File: src/rtl/wb_arbiter.sv
// -----------------------------------------------------------------------------
// wb_arbiter
//
// Writer side of the register-file write port. ALU results and load-unit
// responses share the single W1/W_EN/W_data port. ALU results always win;
// loads that cannot be written immediately wait in a small in-order queue.
// Writes to x0 are dropped, and a queued or incoming load that is overtaken
// by a younger ALU write to the same register is killed so it can never
// clobber the newer value. Read-after-write hazards are flagged to decode.
//
// Optional feature macro: WB_FWD_EN
//   defined   : adds fwd1_hit/fwd1_data and fwd2_hit/fwd2_data so decode can
//               take the value being written this cycle; a match against
//               wb_* then no longer stalls, only queue matches do.
//   undefined : no forwarding ports; a match against wb_* also stalls.
//
// Parameters
//   DATA_W    register data width
//   ADDR_W    register index width
//   LQ_DEPTH  load-queue entries (power of 2, >= 2)
//
// Ports
//   clk, rst_n            rising-edge clock, asynchronous active-low reset
//   alu_valid/rd/data     ALU result, always accepted
//   ld_valid/rd/data      load response, accepted when ld_valid && ld_ready
//   ld_ready              load queue not full (from registered count)
//   rs1, rs2              decode-stage source registers
//   hz_stall              decode must stall on a pending write
//   wb_en/addr/data       registered regfile write port
//   fwd1_*, fwd2_*        forwarding taps (WB_FWD_EN only)
// -----------------------------------------------------------------------------
module wb_arbiter #(
   parameter int DATA_W   = 32,
   parameter int ADDR_W   = 5,
   parameter int LQ_DEPTH = 4
) (
   input  logic              clk,
   input  logic              rst_n,
   input  logic              alu_valid,
   input  logic [ADDR_W-1:0] alu_rd,
   input  logic [DATA_W-1:0] alu_data,
   input  logic              ld_valid,
   output logic              ld_ready,
   input  logic [ADDR_W-1:0] ld_rd,
   input  logic [DATA_W-1:0] ld_data,
   input  logic [ADDR_W-1:0] rs1,
   input  logic [ADDR_W-1:0] rs2,
   output logic              hz_stall,
   output logic              wb_en,
   output logic [ADDR_W-1:0] wb_addr,
   output logic [DATA_W-1:0] wb_data
`ifdef WB_FWD_EN
   ,
   output logic              fwd1_hit,
   output logic [DATA_W-1:0] fwd1_data,
   output logic              fwd2_hit,
   output logic [DATA_W-1:0] fwd2_data
`endif
);

   localparam int PTR_W = $clog2(LQ_DEPTH);
   localparam int CNT_W = PTR_W + 1;

   // Which source drives the write port in the next cycle.
   typedef enum logic [1:0] {
      SRC_NONE  = 2'd0,
      SRC_ALU   = 2'd1,
      SRC_QUEUE = 2'd2,
      SRC_LOAD  = 2'd3
   } wb_src_e;

   // ---------------------------------------------------------------------------
   // Load queue storage
   // ---------------------------------------------------------------------------
   logic [ADDR_W-1:0] q_rd   [LQ_DEPTH];
   logic [DATA_W-1:0] q_data [LQ_DEPTH];
   logic [LQ_DEPTH-1:0] q_valid;
   logic [LQ_DEPTH-1:0] q_kill;
   logic [LQ_DEPTH-1:0] q_live;
   logic [LQ_DEPTH-1:0] kill_hit;

   logic [PTR_W-1:0] head;
   logic [PTR_W-1:0] tail;
   logic [CNT_W-1:0] count;

   // ---------------------------------------------------------------------------
   // Per-cycle decisions
   // ---------------------------------------------------------------------------
   logic    alu_sel;
   logic    q_empty;
   logic    pop;
   logic    ld_acc;
   logic    ld_nz;
   logic    ld_direct;
   logic    ld_killed;
   logic    push;
   wb_src_e src;

   logic              next_en;
   logic [ADDR_W-1:0] next_addr;
   logic [DATA_W-1:0] next_data;

   logic q_hit1;
   logic q_hit2;
   logic wb_hit1;
   logic wb_hit2;

   // ld_ready looks only at the registered count, so a pop this cycle does
   // not open a slot until the following cycle.
   assign ld_ready  = (count != CNT_W'(LQ_DEPTH));
   assign ld_acc    = ld_valid && ld_ready;
   assign ld_nz     = (ld_rd != '0);
   assign alu_sel   = alu_valid && (alu_rd != '0);
   assign q_empty   = (count == '0);

   // The queue only drains in cycles the ALU leaves the port free.
   assign pop       = !alu_sel && !q_empty;

   // Direct bypass keeps ordering intact because it is only allowed while
   // nothing older is waiting in the queue.
   assign ld_direct = ld_acc && ld_nz && !alu_sel && q_empty;

   // An ALU write is younger than any load arriving in the same cycle, so a
   // same-register load is accepted and silently dropped.
   assign ld_killed = alu_sel && (ld_rd == alu_rd);
   assign push      = ld_acc && ld_nz && !ld_direct && !ld_killed;

   assign q_live    = q_valid & ~q_kill;

   // Source selection and next write-port values.
   always_comb begin
      // NOTE: every always_comb output gets a default first so no path can
      // leave it unassigned and infer a latch.
      src       = SRC_NONE;
      next_en   = 1'b0;
      next_addr = wb_addr;
      next_data = wb_data;

      if (alu_sel) begin
         src = SRC_ALU;
      end else if (!q_empty) begin
         src = SRC_QUEUE;
      end else if (ld_direct) begin
         src = SRC_LOAD;
      end

      unique case (src)
         SRC_ALU: begin
            next_en   = 1'b1;
            next_addr = alu_rd;
            next_data = alu_data;
         end
         SRC_QUEUE: begin
            // A killed head is still popped, but the port stays idle and
            // the previous address/data are held.
            if (q_live[head]) begin
               next_en   = 1'b1;
               next_addr = q_rd[head];
               next_data = q_data[head];
            end
         end
         SRC_LOAD: begin
            next_en   = 1'b1;
            next_addr = ld_rd;
            next_data = ld_data;
         end
         default: begin
            next_en = 1'b0;
         end
      endcase
   end

   // Live entries overtaken by this cycle's ALU write, plus hazard matches.
   always_comb begin
      kill_hit = '0;
      q_hit1   = 1'b0;
      q_hit2   = 1'b0;
      for (int i = 0; i < LQ_DEPTH; i++) begin
         if (q_live[i] && alu_sel && (q_rd[i] == alu_rd)) begin
            kill_hit[i] = 1'b1;
         end
         if (q_live[i] && (q_rd[i] == rs1)) begin
            q_hit1 = 1'b1;
         end
         if (q_live[i] && (q_rd[i] == rs2)) begin
            q_hit2 = 1'b1;
         end
      end
   end

   // ---------------------------------------------------------------------------
   // Queue control state
   // ---------------------------------------------------------------------------
   always_ff @(posedge clk or negedge rst_n) begin
      if (!rst_n) begin
         head    <= '0;
         tail    <= '0;
         count   <= '0;
         q_valid <= '0;
         q_kill  <= '0;
      end else begin
         // NOTE: sequential state uses non-blocking assignments so every
         // register samples the pre-edge values regardless of statement order.
         q_kill <= q_kill | kill_hit;

         if (pop) begin
            q_valid[head] <= 1'b0;
            head          <= head + PTR_W'(1);
         end

         // The tail slot is never live while a push is possible, so its
         // kill bit can be cleared here without racing a kill above.
         if (push) begin
            q_valid[tail] <= 1'b1;
            q_kill[tail]  <= 1'b0;
            tail          <= tail + PTR_W'(1);
         end

         unique case ({push, pop})
            2'b10:   count <= count + CNT_W'(1);
            2'b01:   count <= count - CNT_W'(1);
            default: count <= count;
         endcase
      end
   end

   // NOTE: the payload array has no reset; q_valid gates every use of it,
   // so clearing it would only cost reset fan-out.
   always_ff @(posedge clk) begin
      if (push) begin
         q_rd[tail]   <= ld_rd;
         q_data[tail] <= ld_data;
      end
   end

   // ---------------------------------------------------------------------------
   // Registered write port
   // ---------------------------------------------------------------------------
   always_ff @(posedge clk or negedge rst_n) begin
      if (!rst_n) begin
         wb_en   <= 1'b0;
         wb_addr <= '0;
         wb_data <= '0;
      end else begin
         wb_en   <= next_en;
         wb_addr <= next_addr;
         wb_data <= next_data;
      end
   end

   // ---------------------------------------------------------------------------
   // Hazard detection / forwarding
   // ---------------------------------------------------------------------------
   assign wb_hit1 = wb_en && (wb_addr == rs1);
   assign wb_hit2 = wb_en && (wb_addr == rs2);

`ifdef WB_FWD_EN
   // The value on wb_* is handed straight to decode, so only loads still
   // waiting in the queue force a stall.
   assign fwd1_hit  = wb_hit1 && (rs1 != '0);
   assign fwd2_hit  = wb_hit2 && (rs2 != '0);
   assign fwd1_data = wb_data;
   assign fwd2_data = wb_data;
   assign hz_stall  = ((rs1 != '0) && q_hit1) ||
                      ((rs2 != '0) && q_hit2);
`else
   // Without forwarding, the register being written this cycle is not yet
   // visible through the regfile read ports.
   assign hz_stall  = ((rs1 != '0) && (q_hit1 || wb_hit1)) ||
                      ((rs2 != '0) && (q_hit2 || wb_hit2));
`endif

endmodule

File: config.mk
export PLATFORM = sky130hd
export DESIGN_NAME = wb_arbiter
export DESIGN_NICKNAME = d
export VERILOG_FILES = /design/src/rtl/wb_arbiter.sv
export SDC_FILE = /design/constraint.sdc
export NUM_CORES = 1
export LEC_CHECK = 0
export CORE_MARGIN = 3
export CORE_UTILIZATION = 57
export CTS_BUF_LIST = sky130_fd_sc_hd__clkbuf_2
export DETAILED_ROUTE_END_ITERATION = 6
export PLACE_DENSITY = 0.85
export SLEW_MARGIN = 20
export SYNTH_ARGS = -nofsm -noshare
export SYNTH_HDL_FRONTEND = slang
export SYNTH_SLANG_ARGS = --single-unit
export TNS_END_PERCENT = 100
File: constraint.sdc
create_clock -name clk -period 2.83 [get_ports clk]
set_clock_uncertainty 0.1 [all_clocks]
set_input_delay 0.283 -clock clk [delete_from_list [all_inputs] [get_ports clk]]
set_output_delay 0.283 -clock clk [all_outputs]
set_load 0.02 [all_outputs]
==> run summary <==
The clock latency at the later pin of the worst-skew pair came out at 0.73 ns. The sequential share of the synthesized area came out at between 60% and 70%. The number of buffer cells added on primary ports came out at 127.

The largest driver fanout on the critical path came out at 3. The synthesized netlist devotes 6.52% of its cell area to simple gates. The via count of the first global-routing pass came out at 6794.

The clock input transition at the sequential cells of the worst setup and hold paths is 0.10 ns. For this block, the routed nets add up to 23200 µm of wire. The arithmetic-cell share of the synthesized area counting full adders, half adders and majority gates is 1.47%.

The mean instance size in the synthesized netlist is about 15 µm². The internal power is 6.66 mW. The slew at the pin with the worst max-slew slack is 1.16 ns. The H-tree level count is 2. During synthesis, Yosys emitted a total of 0 warnings. Data arrives at the worst endpoint at 2.36 ns. The net switching component of the power is 3.84 mW. The worst hold slack came out at 0.0428 ns.

The proportion of power drawn by flip-flops and latches is around two fifths. The type of element capturing the critical path is an output pin. Entering global routing, the biggest net connects 56 pins. The headroom to the max-slew limit came out at 22.6%. The xor and xnor fraction of the mapped netlist area came out at 6.99%. The relative area change from synthesis to final layout came out at 26.5%. The startpoint-to-endpoint class of the critical path is reg2out. The CTS buffer count came out at 47. The share of total power consumed by net switching is 36.6%. The number of different library cells used by synthesis comes to 43. Synthesis produced 607 cells. The CTS tree is done. The static leakage power is 4.22 nW. The count of final hold-check violations came to 0.

The max-capacitance violation count is 0. The count of final max-slew check failures came to 0. Setup repair after global routing could not meet its margin everywhere.

The total power divided by cell area came out at 921 nW/µm². For this block, the via count after detailed routing is 6309. The share of flip-flops with an asynchronous set or reset came out at 26.4%. The setup violation total in the final timing report came out at 0. The final net count came out at 902. The fmax is 364 MHz.

The synthesized design contains 201 register bits. CTS placed an instance of sky130_fd_sc_hd__clkbuf_2 at the clock tree root. The die is 132 µm tall. 0 antenna diodes ended up in the layout. The die area is 17400 µm².

The wire length of the first global-routing pass is approximately 37000 µm. The clock network accounts for 16.7% of the total power. The final cycle utilization of the critical path came out at 97.0%.

The combinational share of power came out at between 40% and 50%. The total routing resource utilization after global routing came out at approximately 27%. The placed wire-length estimate after detailed placement is 15300 µm. Summing the areas of all compound-gate instances in the mapped netlist gives 8.05% of the synthesized area.

The post-layout instance area came out at 11400 µm². The total area inside the core boundary comes to approximately 15000 µm². The number of nets handed over by synthesis was 705. The number of enable flip-flop cells after synthesis came out at 148.

The antenna violation net count after detailed routing is 0. Cells with a size suffix above 1 make up a little over a fifth of the layout. The first TritonRoute pass finished after 5 iterations. The detailed router's first-iteration violation count is slightly above 600. The cell area after synthesis is 9020 µm². In the layout the commonest cells are sky130_fd_sc_hd__edfxtp_1 (148), sky130_fd_sc_hd__clkdlybuf4s50_1 (125), sky130_fd_sc_hd__clkbuf_2 (71). The horizontal extent of the die came out at ~130 µm. The post-detailed-route DRC marker count is 0.

The maximum root-to-sink buffer count came out at 3. The highest ir drop seen on vdd came out at 782 µV. At the end of routability-driven placement, the weighted congestion stood at 0.913.

Subtracting the final worst setup slack from the clock period gives 2.75 ns. The main flop type after synthesis is sky130_fd_sc_hd__edfxtp_1. Measured against the total synthesized area, the mux share comes to ~9.7%. The floorplan has 45 rows.

STA classifies the critical path startpoint as a flip-flop. The total placed instance area is 10800 µm². The count of pins on the block boundary is 128. Dividing the detail-routed wire length by the instance count gives about 22 µm. By area, the combinational part of the netlist is dominated by multiplexers.

The tightest min-delay check is of the in2reg type. Leaving out fill and tap cells, the most frequent cell in the layout is sky130_fd_sc_hd__edfxtp_1. The global route total overflow is 0.

The flow ran to the end, and the final reports show no timing, DRC or antenna violations. In the routed layout, each cell is associated on average with a via count of between 5 and 6. At the worst endpoint, the required time is approximately 2.5 ns. The initial utilization of the core area, before any placement, comes to around three fifths. The number of antenna violations at the first check in global routing is 1. The clock sink total came out at 201.

The minimum setup slack among reg-to-reg paths is 0.14 ns.
cell families after synthesis:
kind of cell,count (synthesis)
buffers and inverters,57
DFF,201
and+or+nand+nor,125
xor gates and xnor gates,72
adders and majority gates,10
AOI/OAI and AO/OA,102
muxes,40
stage by stage:
step / setup slack (ns) / TNS, ns / power (mW) / instances / util, %
6_report: 0.0846 / 0 / 10.5 / 1052 / 74.5
5_1_grt: -0.0720 / -0.0720 / 11.1 / 1052 / 74.5
4_1_cts: 0.0112 / 0 / 10.5 / 1050 / 74.3
3_5_place_dp: -0.207 / -18.19 / 8.74 / 948 / 70.6
3_3_place_gp: -0.133 / -10.67 / 8.52 / 948 / 70.6
2_1_floorplan: 0.0427 / 0 / 6.94 / 607 / -
flip-flops by register name (all words and copies together) (netlist names):
| signal | cells |
|---|---|
| wb_data | 32 |
| wb_addr | 5 |
| q_kill | 4 |
| q_rd | 20 |
| tail | 2 |
| head | 2 |
| q_valid | 4 |
| q_data | 128 |
| count | 3 |
| wb_en | 1 |
Yosys cell counts (11+ instances only):
master	instances	area (µm²)
sky130_fd_sc_hd__a22oi_1	37	278
sky130_fd_sc_hd__a31oi_1	37	231
sky130_fd_sc_hd__buf_2	11	55.1
sky130_fd_sc_hd__clkbuf_1	17	63.8
sky130_fd_sc_hd__dfrtp_1	53	1330
sky130_fd_sc_hd__edfxtp_1	148	4440
sky130_fd_sc_hd__inv_1	14	52.6
sky130_fd_sc_hd__mux4_2	38	856
sky130_fd_sc_hd__nand2_1	44	165
sky130_fd_sc_hd__nor2_1	38	143
sky130_fd_sc_hd__nor4_1	11	68.8
sky130_fd_sc_hd__xnor2_1	21	184
sky130_fd_sc_hd__xor2_1	51	447
power by group through the flow:
stage,clock (mW),combinational (mW),sequential (mW)
2_1_floorplan,0,2.30,4.63
3_3_place_gp,0,4.11,4.41
3_5_place_dp,0,4.27,4.47
4_1_cts,1.79,4.33,4.40
5_1_grt,1.95,4.67,4.48
6_report,1.75,4.35,4.41
what timing repair did:
item	in CTS	in global routing
resized for setup	7	2
pin swaps	0	4
hold buffers	13	0
setup buffers	3	1
gates cloned	0	1
setup endpoints to repair	1	8
endpoints found under the hold margin	40	0
critical path: stages (launching register included):
cell                        delay (ns)
sky130_fd_sc_hd__edfxtp_1         0.45
sky130_fd_sc_hd__buf_4            0.19
sky130_fd_sc_hd__xor2_1           0.15
sky130_fd_sc_hd__nor4_1           0.26
sky130_fd_sc_hd__nand3_1          0.10
sky130_fd_sc_hd__o2111ai_1        0.13
sky130_fd_sc_hd__o22ai_1          0.13
sky130_fd_sc_hd__nand2_1          0.11
sky130_fd_sc_hd__buf_6            0.12
path summary, 6_finish.rpt:
path                       cells after the start        start    endpoint
max reg2reg                                    6     count[0]  wb_data[7]
max in group asynchronous                      4        rst_n     head[0]
min in group asynchronous                      3        rst_n  wb_addr[0]
min reg2reg                                    1   q_valid[3]  q_valid[3]
max                                            8   q_rd[2][3]    hz_stall
min                                            3  alu_data[6]  wb_data[6]
layer usage:
layer  part of all wire, %  track usage [%]  vias up
li1                      -                -     2754
met1                    38             33.6     3159
met2                    52             46.4      332
met3                   7.1             5.15       62
met4                   3.2             10.7        2
met5                 0.034                0        -
final cells by class:
class	count	area, µm²
Sequential cell	201	5770
Tap cell	211	264
Timing Repair Buffer	190	1920
Clock inverter	15	57.6
Multi-Input combinational cell	350	2980
Fill cell	972	3910
Inverter	14	52.6
Clock buffer	71	355
Power figures use the tool's default switching activity.
